### config.mk
export PLATFORM = sky130hd
export DESIGN_NAME = perpendicularize_pipe
export DESIGN_NICKNAME = d
export VERILOG_FILES = /design/src/rtl/perpendicularize_pipe.sv
export SDC_FILE = /design/constraint.sdc
export NUM_CORES = 1
export LEC_CHECK = 0
export BUFFER_PORTS_ARGS = -buffer_cell sky130_fd_sc_hd__buf_2
export CAP_MARGIN = 20
export CELL_PAD_IN_SITES_DETAIL_PLACEMENT = 1
export CELL_PAD_IN_SITES_GLOBAL_PLACEMENT = 2
export CORE_MARGIN = 2
export CORE_UTILIZATION = 40
export DETAILED_ROUTE_END_ITERATION = 8
export GPL_ROUTABILITY_DRIVEN = 1
export PLACE_DENSITY = 0.91
export SYNTH_ARGS = -nofsm -noshare
export SYNTH_HDL_FRONTEND = slang
export SYNTH_SLANG_ARGS = --single-unit
### constraint.sdc
create_clock -name clk_in -period 11.2 [get_ports clk_in]
set_clock_uncertainty 0.1 [all_clocks]
set_input_delay 1.12 -clock clk_in [delete_from_list [all_inputs] [get_ports clk_in]]
set_output_delay 1.12 -clock clk_in [all_outputs]
set_load 0.02 [all_outputs]
### src/rtl/perpendicularize_pipe.sv
// perpendicularize_pipe: builds the line through (x_com, y_com) that is perpendicular
// (m' = -1/m) or parallel (m' = m) to the given slope. Uses a one-bit-per-cycle
// restoring divider and valid/ready handshakes on both sides, and passes a tag through.
module perpendicularize_pipe #(
   parameter int M_W  = 25,
   parameter int FRAC = 8,
   parameter int B_W  = 18,
   parameter int X_W  = 11,
   parameter int Y_W  = 10,
   parameter int ID_W = 2
) (
   input  logic            clk_in,
   input  logic            rst_n_in,
   input  logic [M_W-1:0]  m_in,
   input  logic [X_W-1:0]  x_com,
   input  logic [Y_W-1:0]  y_com,
   input  logic            mode_in,
   input  logic [ID_W-1:0] id_in,
   input  logic            valid_in,
   output logic            ready_out,
   output logic [M_W-1:0]  m_out,
   output logic [B_W-1:0]  b_out,
   output logic            vertical_out,
   output logic            sat_out,
   output logic [ID_W-1:0] id_out,
   output logic            valid_out,
   input  logic            ready_in
);

   // Quotient of 2^(2*FRAC) / |m| needs 2*FRAC+1 bits. The top bit is resolved on the
   // accept edge, so the DIV state itself runs 2*FRAC steps.
   localparam int QW        = 2*FRAC + 1;
   localparam int DIV_STEPS = 2*FRAC;
   localparam int CW        = $clog2(DIV_STEPS + 1);
   localparam int SW        = ((QW > M_W) ? QW : M_W) + 2;
   localparam int PW        = M_W + X_W + 1;
   localparam int BW        = M_W + X_W + 2;
   localparam logic [CW-1:0] LAST_STEP = CW'(DIV_STEPS - 1);
   localparam logic signed [SW-1:0] SLOPE_MAX = {{(SW-M_W+1){1'b0}}, {(M_W-1){1'b1}}};
   localparam logic signed [SW-1:0] SLOPE_MIN = {{(SW-M_W+1){1'b1}}, {(M_W-1){1'b0}}};
   localparam logic signed [BW-1:0] B_MAX = {{(BW-B_W+1){1'b0}}, {(B_W-1){1'b1}}};
   localparam logic signed [BW-1:0] B_MIN = {{(BW-B_W+1){1'b1}}, {(B_W-1){1'b0}}};
   localparam logic [M_W-1:0] ONE_M = {{(M_W-1){1'b0}}, 1'b1};

   typedef enum logic [1:0] {IDLE, DIV, MUL, DONE} state_t;

   state_t                state_q, state_d;
   logic [M_W-1:0]        div_q, rem_q;
   logic [QW-1:0]         quo_q;
   logic [CW-1:0]         cnt_q;
   logic                  neg_q;
   logic signed [M_W-1:0] slope_q;
   logic                  slopeClip_q;
   logic [X_W-1:0]        x_q;
   logic [Y_W-1:0]        y_q;
   logic [ID_W-1:0]       id_q;
   logic [M_W-1:0]        mOut_q;
   logic [B_W-1:0]        bOut_q;
   logic                  vert_q, sat_q;
   logic [ID_W-1:0]       idOut_q;

   logic                  accept, mInZero, unitDivisor;
   logic [M_W-1:0]        absIn;
   logic [M_W:0]          remShift;
   logic                  takeBit;
   logic [M_W-1:0]        remNext;
   logic [QW-1:0]         quoNext;
   logic signed [SW-1:0]  qWide, slopeWide;
   logic                  slopeHi, slopeLo;
   logic [M_W-1:0]        slopeSat;
   logic signed [PW-1:0]  prod, pShift;
   logic signed [BW-1:0]  bWide;
   logic                  bHi, bLo;
   logic [B_W-1:0]        bSat;

   assign accept      = valid_in & ready_out;
   assign mInZero     = (m_in == '0);
   assign absIn       = m_in[M_W-1] ? (-m_in) : m_in;
   assign unitDivisor = (absIn == ONE_M);

   // One restoring-division step: the dividend below its top bit is all zeros,
   // so each step just doubles the partial remainder.
   always_comb begin
      remShift = {rem_q, 1'b0};
      takeBit  = (remShift >= {1'b0, div_q});
      remNext  = takeBit ? (remShift[M_W-1:0] - div_q) : remShift[M_W-1:0];
      quoNext  = {quo_q[QW-2:0], takeBit};
   end

   // Perpendicular slope is -sign(m)*q, clipped to the signed slope range.
   always_comb begin
      qWide     = {{(SW-QW){1'b0}}, quoNext};
      slopeWide = neg_q ? qWide : -qWide;
      slopeHi   = (slopeWide > SLOPE_MAX);
      slopeLo   = (slopeWide < SLOPE_MIN);
      slopeSat  = slopeHi ? SLOPE_MAX[M_W-1:0] :
                  slopeLo ? SLOPE_MIN[M_W-1:0] : slopeWide[M_W-1:0];
   end

   // Intercept b = y - floor(m'*x / 2^FRAC), evaluated wide and then clipped.
   always_comb begin
      prod   = PW'(slope_q) * PW'($signed({1'b0, x_q}));
      pShift = prod >>> FRAC;
      bWide  = BW'($signed({1'b0, y_q})) - BW'(pShift);
      bHi    = (bWide > B_MAX);
      bLo    = (bWide < B_MIN);
      bSat   = bHi ? B_MAX[B_W-1:0] : bLo ? B_MIN[B_W-1:0] : bWide[B_W-1:0];
   end

   // State register.
   always_ff @(posedge clk_in or negedge rst_n_in) begin
      if (!rst_n_in) state_q <= IDLE;
      else           state_q <= state_d;
   end

   // Next-state selection: the request type picks the path out of IDLE.
   always_comb begin
      state_d = state_q;
      case (state_q)
         IDLE: if (accept) state_d = mode_in ? MUL : (mInZero ? DONE : DIV);
         DIV:  if (cnt_q == LAST_STEP) state_d = MUL;
         MUL:  state_d = DONE;
         DONE: if (ready_in) state_d = IDLE;
         default: state_d = IDLE;
      endcase
   end

   // Handshake outputs; ready is held low while reset is asserted.
   always_comb begin
      ready_out = (state_q == IDLE) & rst_n_in;
      valid_out = (state_q == DONE);
   end

   // Operand capture, divider iteration and result registers.
   always_ff @(posedge clk_in or negedge rst_n_in) begin
      if (!rst_n_in) begin
         div_q       <= '0;
         rem_q       <= '0;
         quo_q       <= '0;
         cnt_q       <= '0;
         neg_q       <= 1'b0;
         slope_q     <= '0;
         slopeClip_q <= 1'b0;
         x_q         <= '0;
         y_q         <= '0;
         id_q        <= '0;
         mOut_q      <= '0;
         bOut_q      <= '0;
         vert_q      <= 1'b0;
         sat_q       <= 1'b0;
         idOut_q     <= '0;
      end else begin
         case (state_q)
            IDLE: begin
               if (accept) begin
                  x_q         <= x_com;
                  y_q         <= y_com;
                  id_q        <= id_in;
                  slope_q     <= m_in;
                  slopeClip_q <= 1'b0;
                  neg_q       <= m_in[M_W-1];
                  div_q       <= absIn;
                  rem_q       <= unitDivisor ? '0 : ONE_M;
                  quo_q       <= {{(QW-1){1'b0}}, unitDivisor};
                  cnt_q       <= '0;
                  if (!mode_in && mInZero) begin
                     mOut_q  <= SLOPE_MAX[M_W-1:0];
                     bOut_q  <= B_W'(x_com);
                     vert_q  <= 1'b1;
                     sat_q   <= 1'b0;
                     idOut_q <= id_in;
                  end
               end
            end
            DIV: begin
               rem_q <= remNext;
               quo_q <= quoNext;
               cnt_q <= cnt_q + 1'b1;
               if (cnt_q == LAST_STEP) begin
                  slope_q     <= slopeSat;
                  slopeClip_q <= slopeHi | slopeLo;
               end
            end
            MUL: begin
               mOut_q  <= slope_q;
               bOut_q  <= bSat;
               vert_q  <= 1'b0;
               sat_q   <= slopeClip_q | bHi | bLo;
               idOut_q <= id_q;
            end
            default: ;
         endcase
      end
   end

   assign m_out        = mOut_q;
   assign b_out        = bOut_q;
   assign vertical_out = vert_q;
   assign sat_out      = sat_q;
   assign id_out       = idOut_q;

endmodule

Word level (Yosys, flattened, before mapping)

Cells that the tools add are included.

Register bits after elaboration: 170
Bits in latches: 0
Bits in writable memories: 0
Bits in read-only memories: 0
Bits of input ports: 53
Memories: 0

Add/sub/neg operators: 5
Multipliers: 1
Divide/modulo/power cells: 0
$lt $le $gt $ge: 5
Equality and inequality tests: 9
Shifts and indexed selects: 0
Mux-type cells: 41
Bitwise gates (word level): 5
Reduce and logical (&&, ||, !) cells: 11

Operators by type and width:

| kind                                                             | number |
|---|---|
| two-way mux 25 bit                                               | 9 |
| one-hot mux 25 bit (2 select lines)                              | 3 |
| two-way mux 18 bit                                               | 4 |
| multiplier 25 x 12 -> 37 bit                                     | 1 |
| one-hot mux 18 bit (2 select lines)                              | 1 |
| one-hot mux 16 bit (2 select lines)                              | 1 |
| greater-than comparator 30 x 18 -> 1 bit (second input constant) | 1 |
| < comparator 30 x 18 -> 1 bit (second input constant)            | 1 |
| subtractor 11 x 29 -> 30 bit                                     | 1 |
| greater-than comparator 27 x 25 -> 1 bit (second input constant) | 1 |
| < comparator 27 x 25 -> 1 bit (second input constant)            | 1 |
| two-way mux 27 bit                                               | 1 |
| negator 17 -> 27 bit                                             | 1 |
| greater-or-equal comparator 26 x 25 -> 1 bit                     | 1 |
| equality test 25 x 1 -> 1 bit (second input constant)            | 1 |
| zero test 25 bit                                                 | 1 |
| negator 25 bit                                                   | 1 |
| subtractor 25 bit                                                | 1 |
| two-way mux 16 bit                                               | 1 |
| two-way mux 2 bit                                                | 7 |
| one-hot mux 5 bit (2 select lines)                               | 1 |
| AND reduction 3 bit                                              | 3 |
| one-hot mux 2 bit (4 select lines)                               | 1 |
| two-way mux 1 bit                                                | 7 |
| 16 further kinds                                                 | 26 |

Depth between registers and ports, before layout

Gate-level depths: netlist (run 1).

Depth after elaboration: 8
Mapped depth: 33

Least setup slack after synthesis (run 1)

OpenSTA, ideal clock, no wires.

Kind: reg2reg
From: reg x_q[5]
To: reg bOut_q[15], in the netlist b_out[15]
Setup time: 87 ps
Arrival: 8087 ps
Required time: 11013 ps
Setup slack: 2927 ps
Stages on the path, launching flop included: 31
Path buffers: 4
Period minus slack after synthesis: 8273 ps
Path through: dfrtp_1 -> clkbuf_1 -> clkbuf_1 -> nand2_1 -> fa_1 -> fa_1 -> fa_1 -> inv_1 -> fa_1 -> fa_1 -> ha_1 -> a21o_1 -> a21o_1 -> a221o_1 -> or2_1 -> xnor2_1 -> ha_1 -> o21a_1 -> o21ai_0 -> o21ba_2 -> o21ai_0 -> and3_1 -> buf_2 -> nand2_1 -> or3_1 -> xnor2_1 -> or4_1 -> o21ai_2 -> nand2_2 -> buf_2 -> o211ai_1

Cells in the longest elaborated chain, start to end: 6

RTL lines:

| element                               | line | source |
|---|---|---|
| from (decl)                           | 54   | `logic [X_W-1:0] x_q;` |
| from (signal assigned)                | 156  | `x_q <= x_com;` |
| multiplier 25 x 12 -> 37 bit *        | 102  | `prod = PW'(slope_q) * PW'($signed({1'b0, x_q}));` |
| subtractor 11 x 29 -> 30 bit *        | 104  | `bWide = BW'($signed({1'b0, y_q})) - BW'(pShift);` |
| < comparator 30 x 18 -> 1 bit         | 106  | `bLo = (bWide < B_MIN);` |
| two-way mux 18 bit                    | 107  | `bSat = bHi ? B_MAX[B_W-1:0] : bLo ? B_MIN[B_W-1:0] : bWide[B_W-1:0];` |
| two-way mux 18 bit *                  | 107  |  |
| one-hot mux 18 bit (2 select lines) * | 153  | `case (state_q)` |
| to (signal assigned)                  | 168  | `bOut_q <= B_W'(x_com);` |
| to (signal assigned)                  | 186  | `bOut_q <= bSat;` |
| to (decl)                             | 58   | `logic [B_W-1:0] bOut_q;` |

Mark *: on every way between the ends. The rest lies on a longest branch, timed or not.
A chain may end at the register's enable or synchronous reset.

Final worst setup path (run 1)

From: reg x_q[4]
To: reg bOut_q[11], in the netlist b_out[11]

Same word-level chain as after synthesis.

==> results by group, run 1 <==
Place
  • Port buffer count: 101
  • Cells after DPL: approximately 3000
  • Dpl ws: approximately 1.7 ns
  • Placer Congestion: 0.891
  • Post-DP HPWL: between 50000 and 60000 um

Clocking
  • Clk_lat worst skew: 0.50 ns
  • Clock transition at the registers of the reported paths: 0.07 ns
  • Clock root cell: clkbuf_16
  • CTS HTree Levels: 4
  • Post-CTS setup repair buffer count: 0
  • CTS tree: yes
  • TritonCTS Buffers: 17
  • Post-CTS Resized: 0
  • Hold buffers post-CTS: 0
  • CTS Sinks: 170
  • Clk buf depth: 2

GRT
  • Antenna violations before repair: 0
  • Gr ovfl total: 0
  • Vias in the first global route: around 19000
  • Wire length of the first global-routing pass: 106000 um
  • Largest net degree at the start of global routing: 75
  • Total track usage: 25.6%

Critical path
  • WS Path Type: flip-flop to flip-flop
  • Worst path most repeated cell: fa_1
  • Max FO, Critical Path: 26
  • Max incr delay on CP: around 1 ns
  • Setup crit end kind: flip-flop
  • Highest-delay cell along the critical path: dfrtp_1
  • Type of origin of the critical path: flip-flop
  • CP arrival: roughly 10 ns
  • CP required: 11.49 ns

Synth
  • Sequential-to-total area share from yosys stat: between 20% and 30%
  • Synth area leaders: fa_1 24%, dfrtp_1 21%, ha_1 7.3%
  • Syn Area/Cell: around 8.5 sq um
  • Net Count, Synth: approximately 2800
  • Post-Syn Instances: 2399
  • Synth Warn #: 0
  • EDFF count, synth: 0
  • Synth cell types: 93
  • Cell area after synthesis: between 20000 and 25000 sq um
  • Synth area leader: fa_1
  • Post-synth top area share: 23.8%
  • Ys async rst share: 100%
  • Register bit total from synthesis: between 150 and 200
  • Top_reg_cell synth: dfrtp_1

Final layout
  • Area grow syn2layout: 7.59%
  • Share of cells above drive strength 1: 9.05%
  • Fin util: a little over two fifths
  • Flip-flop and latch area: 4250 sq um
  • Non-Filler Instances: 3092
  • Multi-input logic area: 14400 sq um
  • Ant diodes: 0
  • Nets: 2824
  • Fill count: between 6000 and 7000

STA
  • Fin. Hold Viols: 0
  • Total negative slack: 0 ns
  • Slew HR: 29.8%
  • Final period util: 85.1%
  • Fin. max-slew vios: 0
  • Unrepaired setup endpoints after global routing: no
  • Fmax: 105 MHz
  • Setup WS post-layout: ~1.7 ns
  • Setup violators final: 0
  • Worst Tran Pin Value: 1.04 ns
  • Min Tclk post-route: 9.54 ns

Route
  • DRC: 0
  • WL final: 65400 um
  • Avg Vias per Cell: 5.61
  • Via count: 17334
  • ANT nets after route: 0
  • Drt pass-1 iters: 5
  • Routed wire per std cell: 21.1 um
  • DRT iter0 DRCs: 1389

Die
  • Die X: 230 um
  • I/O pins: 102
  • Starting Density: roughly two fifths
  • Cell Rows: 82
  • DIE HEIGHT: 230 um
  • Core area: 50300 sq um
  • Die area: 52900 sq um

Hold path
  • HP Class: flip-flop to flip-flop

Run
  • MaxCap Viol Count: 0

Run status
  • Status: complete, no violations
## synthesized netlist by cell type (all sizes together), types with 10 or more instances
cell type,number
a21o,23
a21oi,109
a22o,25
a31oi,38
and2,89
and3,25
buf,21
clkbuf,112
dfrtp,170
fa,243
ha,120
inv,353
mux2,18
mux2i,14
nand2,358
nand2b,10
nand3,27
nand4,19
nor2,116
nor2b,14
nor3,42
nor4,11
o211ai,18
o21ai,159
o22ai,13
o31ai,16
or2,13
or3,10
xnor2,36
xor2,57
## cell usage in the layout, fill, tap and decap left out, types with 18 or more instances in the layout
master	n
and3_1	25
a22o_1	25
nor2_1	114
buf_2	101
xor2_1	56
a21oi_1	107
o21ai_0	138
xnor2_1	36
inv_1	352
ha_1	119
and2_1	87
mux2_2	18
nand4_1	19
dfrtp_1	170
nand3_1	27
buf_4	21
nor3_1	42
a21o_1	22
fa_1	243
a31oi_1	36
nand2_1	355
## worst paths after layout
check                           from         to  slack [ns]  cells after the start
min                        m_out[24]  m_out[24]        0.38                      2
max in group asynchronous   rst_n_in  m_out[17]        9.18                      2
max reg2reg                   x_q[4]  b_out[11]        1.66                     29
min reg2reg                m_out[24]  m_out[24]        0.38                      2
min in group asynchronous   rst_n_in     x_q[7]        0.48                      1
max                           x_q[4]  b_out[11]        1.66                     29
## cell type report
type                            count  area share (%)
Clock buffer                       20            2.08
Clock inverter                     11           0.398
Multi-Input combinational cell   1743            65.3
Inverter                          353            6.02
Tap cell                          672            3.82
Sequential cell                   170            19.3
Timing Repair Buffer              123            3.07
## kinds of logic after synthesis
family	count (synthesis)	share of synthesized area (%)
simple gates	759	17.4
compound gates	495	15.8
buf+inv	486	9.04
fa+ha+maj	363	31.1
flops	170	20.8
xor+xnor	94	4.13
mux	32	1.68
## per-stage QoR
step | instance area [sq um] | hold slack [ns]
detailed placement | 21500 | 0.361
finish | 22000 | 0.380
global placement | 21500 | 0.362
CTS | 22000 | 0.384
floorplan | 20400 | 0.350
global route | 22000 | 0.417
## per-layer routing
metal  vias to the layer above  global-route usage (%)  routed length (um)
li1                       7871                       -                   -
met1                      8970                    35.9               29900
met2                       437                    41.8               31400
met3                        56                    3.76                3050
met4                         0                    5.99                 998
met5                         -                       0                   0
## flip-flops by register name (all words and copies together) (netlist names), 2 cells and up
name,flops
cnt_q,5
y_q,10
m_out,25
quo_q,16
div_q,25
id_out,2
state_q,2
rem_q,25
id_q,2
x_q,11
slope_q,25
b_out,18
## critical path: cells and delay by family, from the launching register on
family | cells | cell delay (ns)
fa+ha+maj | 7 | 3.22
simple gates | 10 | 2.45
buf+inv | 4 | 0.27
compound gates | 6 | 1.77
xor+xnor | 2 | 0.61
flops | 1 | 0.99
Power of run 1 is not shown: default switching activity piles up to over one toggle a cycle in this logic, so the estimate is an artifact.
==> run 2: changes to the inputs <==
==> constraint.sdc (replaced) <==
create_clock -name clk_in -period 11.2 [get_ports clk_in]
set_clock_uncertainty 0.1 [all_clocks]
set_input_delay 0.56 -clock clk_in [delete_from_list [all_inputs] [get_ports clk_in]]
set_output_delay 0.56 -clock clk_in [all_outputs]
set_load 0.02 [all_outputs]
==> results by group, run 2 (synthesis results as in run 1) <==
Run status
  • Status: complete, no violations

Route
  • DR WL met2: 31400 um (about the same)
  • Drt pass-1 iters: 5 (unchanged)
  • Wire length on met1: 30000 um (+0.50%)
  • Routed wire per std cell: 21.1 um (about the same)
  • DRT iter0 DRCs: 1343 (-3.3%)
  • Wire length on met3: 2920 um (-4.4%)
  • ANT nets after route: 0 (unchanged)
  • Top Layer Used: met4
  • WL final: 65400 um (about the same)
  • Via count: 17362 (+0.16%)
  • Avg Vias per Cell: 5.61 (+0.13%)
  • DRC: 0 (unchanged)

GRT
  • Vias in the first global route: 18827 (+0.016%)
  • Gr ovfl total: 0 (unchanged)
  • Antenna violations before repair: 0 (unchanged)
  • Largest net degree at the start of global routing: 75 (unchanged)
  • Total track usage: 25.6% (about the same)
  • Wire length of the first global-routing pass: 106000 um (about the same)

Die
  • I/O pins: 102 (unchanged)
  • Core area: 50300 sq um (unchanged)
  • Die area: 52900 sq um (unchanged)
  • Cell Rows: 82 (unchanged)
  • Die X: 230 um (unchanged)
  • DIE HEIGHT: 230 um (unchanged)
  • Starting Density: 40.7% (unchanged)

STA
  • Setup violators final: 0 (unchanged)
  • Final period util: 85.2% (about the same)
  • Total negative slack: 0 ns (unchanged)
  • Min Tclk post-route: 9.54 ns (+0.00940 ns)
  • Worst Tran Pin Value: 1.04 ns (+0.00315 ns)
  • Unrepaired setup endpoints after global routing: no
  • Fin. max-slew vios: 0 (unchanged)
  • Slew HR: 30.6% (+0.81 points)
  • Fmax: 105 MHz (about the same)
  • Fin. Hold Viols: 0 (unchanged)

Clocking
  • Clk_lat worst skew: 0.50 ns (about the same)
  • Post-CTS setup repair buffer count: 0 (unchanged)
  • CTS Sinks: 170 (unchanged)
  • Clock transition at the registers of the reported paths: 0.07 ns (about the same)
  • Clock root cell: clkbuf_16
  • Clk buf depth: 2 (unchanged)
  • TritonCTS Buffers: 17 (unchanged)
  • CTS tree: yes
  • CTS HTree Levels: 4 (unchanged)

Final layout
  • Area grow syn2layout: 7.64% (about the same)
  • Ant diodes: 0 (unchanged)
  • Most frequent cells in the layout: 355 x nand2_1, 352 x inv_1, 243 x fa_1, 170 x dfrtp_1, 138 x o21ai_0
  • Nets: 2825 (+0.035%)
  • Most common cell after layout, fill and taps aside: nand2_1
  • Share of cells above drive strength 1: 9.05% (about the same)

Hold path
  • HP Class: input pin to flip-flop
  • Worst hold stages: 2 (unchanged)

Run
  • MaxCap Viol Count: 0 (unchanged)

Critical path
  • Setup crit end kind: flip-flop
  • Worst path most repeated cell: fa_1
  • Max FO, Critical Path: 26 (unchanged)
  • Highest-delay cell along the critical path: dfrtp_1
  • R2R cell count: 29 (unchanged)
  • CP required: 11.49 ns (about the same)
  • CP arrival: 9.84 ns (about the same)
  • Max incr delay on CP: 0.99 ns (about the same)
  • Type of origin of the critical path: flip-flop
  • WS Path Type: flip-flop to flip-flop

Place
  • Placer Congestion: 0.891 (unchanged)
  • Port buffer count: 101 (unchanged)
  • Post-DP HPWL: 51600 um (unchanged)
[run 2: cell types whose count changed in the layout (fill, tap and decap cells not counted)]
cell           previous run  this run
dlygate4sd3_1             0         1
[run 2: what timing repair did]
item / in CTS / in global routing
hold buffers: 1 / 0
endpoints found under the hold margin: 53 / 0
setup endpoints to repair: 0 / 0
resized for setup: 0 / 0
[run 2: metal layers]
layer / GRT usage [%] / vias up
met5: 0 / -
met4: 5.99 / 0
met3: 3.76 / 61
met2: 41.8 / 415
met1: 35.9 / 9011
li1: - / 7875
[run 2: final cells by class]
cell class                      instances  area, sq um
Timing Repair Buffer                  124          684
Clock inverter                         11         87.6
Sequential cell                       170         4250
Inverter                              353         1330
Fill cell                            6077        28300
Clock buffer                           20          457
Multi-Input combinational cell       1743        14400
Tap cell                              672          841
[run 2: worst paths after layout]
kind	from	end	slack (ns)
setup reg to reg	x_q[4]	b_out[11]	1.66
setup / recovery	x_q[4]	b_out[11]	1.66
hold / removal	y_com[9]	y_q[9]	0.19
min in group asynchronous	rst_n_in	x_q[7]	0.49
max in group asynchronous	rst_n_in	m_out[17]	9.17
hold reg to reg	m_out[24]	m_out[24]	0.38
[run 2: stage by stage]
stage	setup WS, ns	area, sq um	hold WS (ns)	utilization [%]	std cells
global route	1.06	22000	0.194	43.8	3093
detailed placement	1.72	21500	0.361	42.7	3061
finish	1.66	22000	0.194	43.8	3093
CTS	1.68	22000	0.173	43.8	3093
global placement	2.05	21500	0.362	42.7	3060
floorplan	2.93	20400	0.164	-	2399
[run 2: critical path: cells and delay by family (launching register included)]
family | cells | cell delay (ns)
XOR/XNOR | 2 | 0.61
AND/OR/NAND/NOR | 10 | 2.46
buffers and inverters | 4 | 0.27
adder cells (fa/ha/maj) | 7 | 3.23
flip-flops | 1 | 0.99
AO/OA/AOI/OAI | 6 | 1.77
Power of run 2 is left out for the same reason.
==> run 3: changes to the inputs <==
CTS_BUF_LIST = sky130_fd_sc_hd__clkbuf_8   (was unset)
RECOVER_POWER = 100   (was unset)
==> results by group, run 3 (synthesis results as in run 1) <==
Route
  • Drt pass-1 iters: 5 (unchanged)
  • DRT iter0 DRCs: 1380 (+2.8%)
  • DRC: 0 (unchanged)
  • Avg Vias per Cell: 5.62 (+0.18%)
  • Routed wire per std cell: 21.0 um (-0.54%)
  • Via count: 17393 (+0.18%)
  • WL final: 65000 um (-0.54%)
  • ANT nets after route: 0 (unchanged)

GRT
  • Gr ovfl total: 0 (unchanged)
  • Largest net degree at the start of global routing: 75 (unchanged)
  • Antenna violations before repair: 0 (unchanged)
  • Wire length of the first global-routing pass: 106000 um (-0.32%)
  • Vias in the first global route: 18739 (-0.47%)
  • Total track usage: 25.5% (-0.11 points)

Die
  • Core area: 50300 sq um (unchanged)
  • Starting Density: 40.7% (unchanged)
  • I/O pins: 102 (unchanged)
  • Cell Rows: 82 (unchanged)
  • Die X: 230 um (unchanged)
  • Die area: 52900 sq um (unchanged)
  • DIE HEIGHT: 230 um (unchanged)

Critical path
  • CP arrival: 10.23 ns (+0.39 ns)
  • Max incr delay on CP: 0.98 ns (about the same)
  • Type of origin of the critical path: flip-flop
  • Max FO, Critical Path: 26 (unchanged)
  • Highest-delay cell along the critical path: dfrtp_1
  • Worst path bufs/invs: 4 (unchanged)
  • CP required: 11.55 ns (+0.06 ns)
  • Worst path top cell family by delay: adder cells
  • WS Path Type: flip-flop to flip-flop
  • Setup crit end kind: flip-flop
  • Worst path most repeated cell: fa_1

Clocking
  • CTS Sinks: 170 (unchanged)
  • Clock transition at the registers of the reported paths: 0.10 ns (+0.03 ns)
  • Clock root cell: clkbuf_8
  • Clk_lat worst skew: 0.57 ns (+0.07 ns)
  • Post-CTS Resized: 0 (unchanged)
  • TritonCTS Buffers: 17 (unchanged)
  • Post-CTS setup repair buffer count: 0 (unchanged)
  • Clk buf depth: 2 (unchanged)
  • CTS tree: yes
  • CTS HTree Levels: 4 (unchanged)

STA
  • Setup violators final: 0 (unchanged)
  • Worst Tran Pin Value: 3.44 ns (+2.39 ns)
  • Fmax: 101 MHz (-3.4%)
  • Min Tclk post-route: 9.88 ns (+0.333 ns)
  • Setup WS post-layout: 1.32 ns (-0.333 ns)
  • Fin. max-slew vios: 386 (+386)
  • Slew HR: -129% (-160 points)
  • Fin. Hold Viols: 0 (unchanged)
  • Total negative slack: 0 ns (unchanged)
  • Final period util: 88.2% (+3.0 points)
  • Unrepaired setup endpoints after global routing: no

Final layout
  • Most common cell after layout, fill and taps aside: nand2_1
  • Most frequent cells in the layout: 357 x nand2_1, 354 x inv_1, 243 x fa_1, 170 x dfrtp_1, 148 x o21ai_0
  • Ant diodes: 0 (unchanged)
  • Fill count: 6118 (+0.67%)
  • Multi-input logic area: 14300 sq um (-0.19%)
  • Share of cells above drive strength 1: 6.20% (-2.9 points)
  • Nets: 2825 (unchanged)
  • Flip-flop and latch area: 4250 sq um (unchanged)
  • Area grow syn2layout: 6.09%

Place
  • Port buffer count: 101 (unchanged)
  • Placer Congestion: 0.891 (unchanged)
  • Post-DP HPWL: 51600 um (unchanged)
  • Dpl ws: 1.72 ns (unchanged)

Hold path
  • HP Class: input pin to flip-flop

Run status
  • Failing checks: capacitance limit, slew limit
  • Status: finished, violations left

Run
  • MaxCap Viol Count: 10 (+10)
-- run 3: changes by cell type in the layout (fill, tap and decap cells not counted), sizes merged --
cell / before / now
clkbuf: 20 / 77
inv: 357 / 358
buf: 123 / 65
-- run 3: path summary, 6_finish.rpt --
path	startpoint	to	slack, ns	cells past startpoint
worst min register to register	m_out[24]	m_out[24]	0.39	2
min in group asynchronous	rst_n_in	x_q[7]	1.59	2
worst max register to register	x_q[5]	b_out[11]	1.32	29
worst min-delay path	y_com[9]	y_q[9]	0.12	2
worst max-delay path	x_q[5]	b_out[11]	1.32	29
max in group asynchronous	rst_n_in	rem_q[2]	4.82	3
-- run 3: metal layers --
metal  up-vias  share of wire (%)  GRT usage (%)
li1       7871                  -              -
met1      8997                 46           35.9
met2       456                 48           41.5
met3        69                4.8           3.51
met4         0                1.9           5.97
met5         -                  0              0
-- run 3: metrics by stage --
step | utilization [%] | std cells | hold WS, ns | area, sq um
after global routing | 43.2 | 3093 | 0.113 | 21700
after floorplan | - | 2399 | 0.164 | 20400
after detailed placement | 42.7 | 3061 | 0.361 | 21500
after global placement | 42.7 | 3060 | 0.362 | 21500
after CTS | 43.4 | 3093 | 0.0876 | 21800
final | 43.2 | 3093 | 0.119 | 21700
-- run 3: area by class of cell --
class | instances | area share, %
tap | 672 | 3.88
inverter | 353 | 6.11
timing repair buffer | 124 | 2.70
sequential | 170 | 19.6
clock buffer | 19 | 1.21
multi-input combinational | 1743 | 66.1
clock inverter | 12 | 0.421
-- run 3: worst reg2reg max path, delay by kind of cell (launching register included) --
kind                       cells  cell delay (ns)
and+or+nand+nor               10             2.64
buffers and inverters          4             0.27
DFF                            1             0.98
adders and majority gates      7             3.25
AOI/OAI and AO/OA              6             1.94
xor gates and xnor gates       2             0.60
-- run 3: what timing repair did --
| action | CTS | global route |
|---|---|---|
| endpoints found under the setup margin | 0 | 0 |
| endpoints found under the hold margin | 53 | 0 |
| hold buffers | 1 | 0 |
Power of run 3 is left out for the same reason.
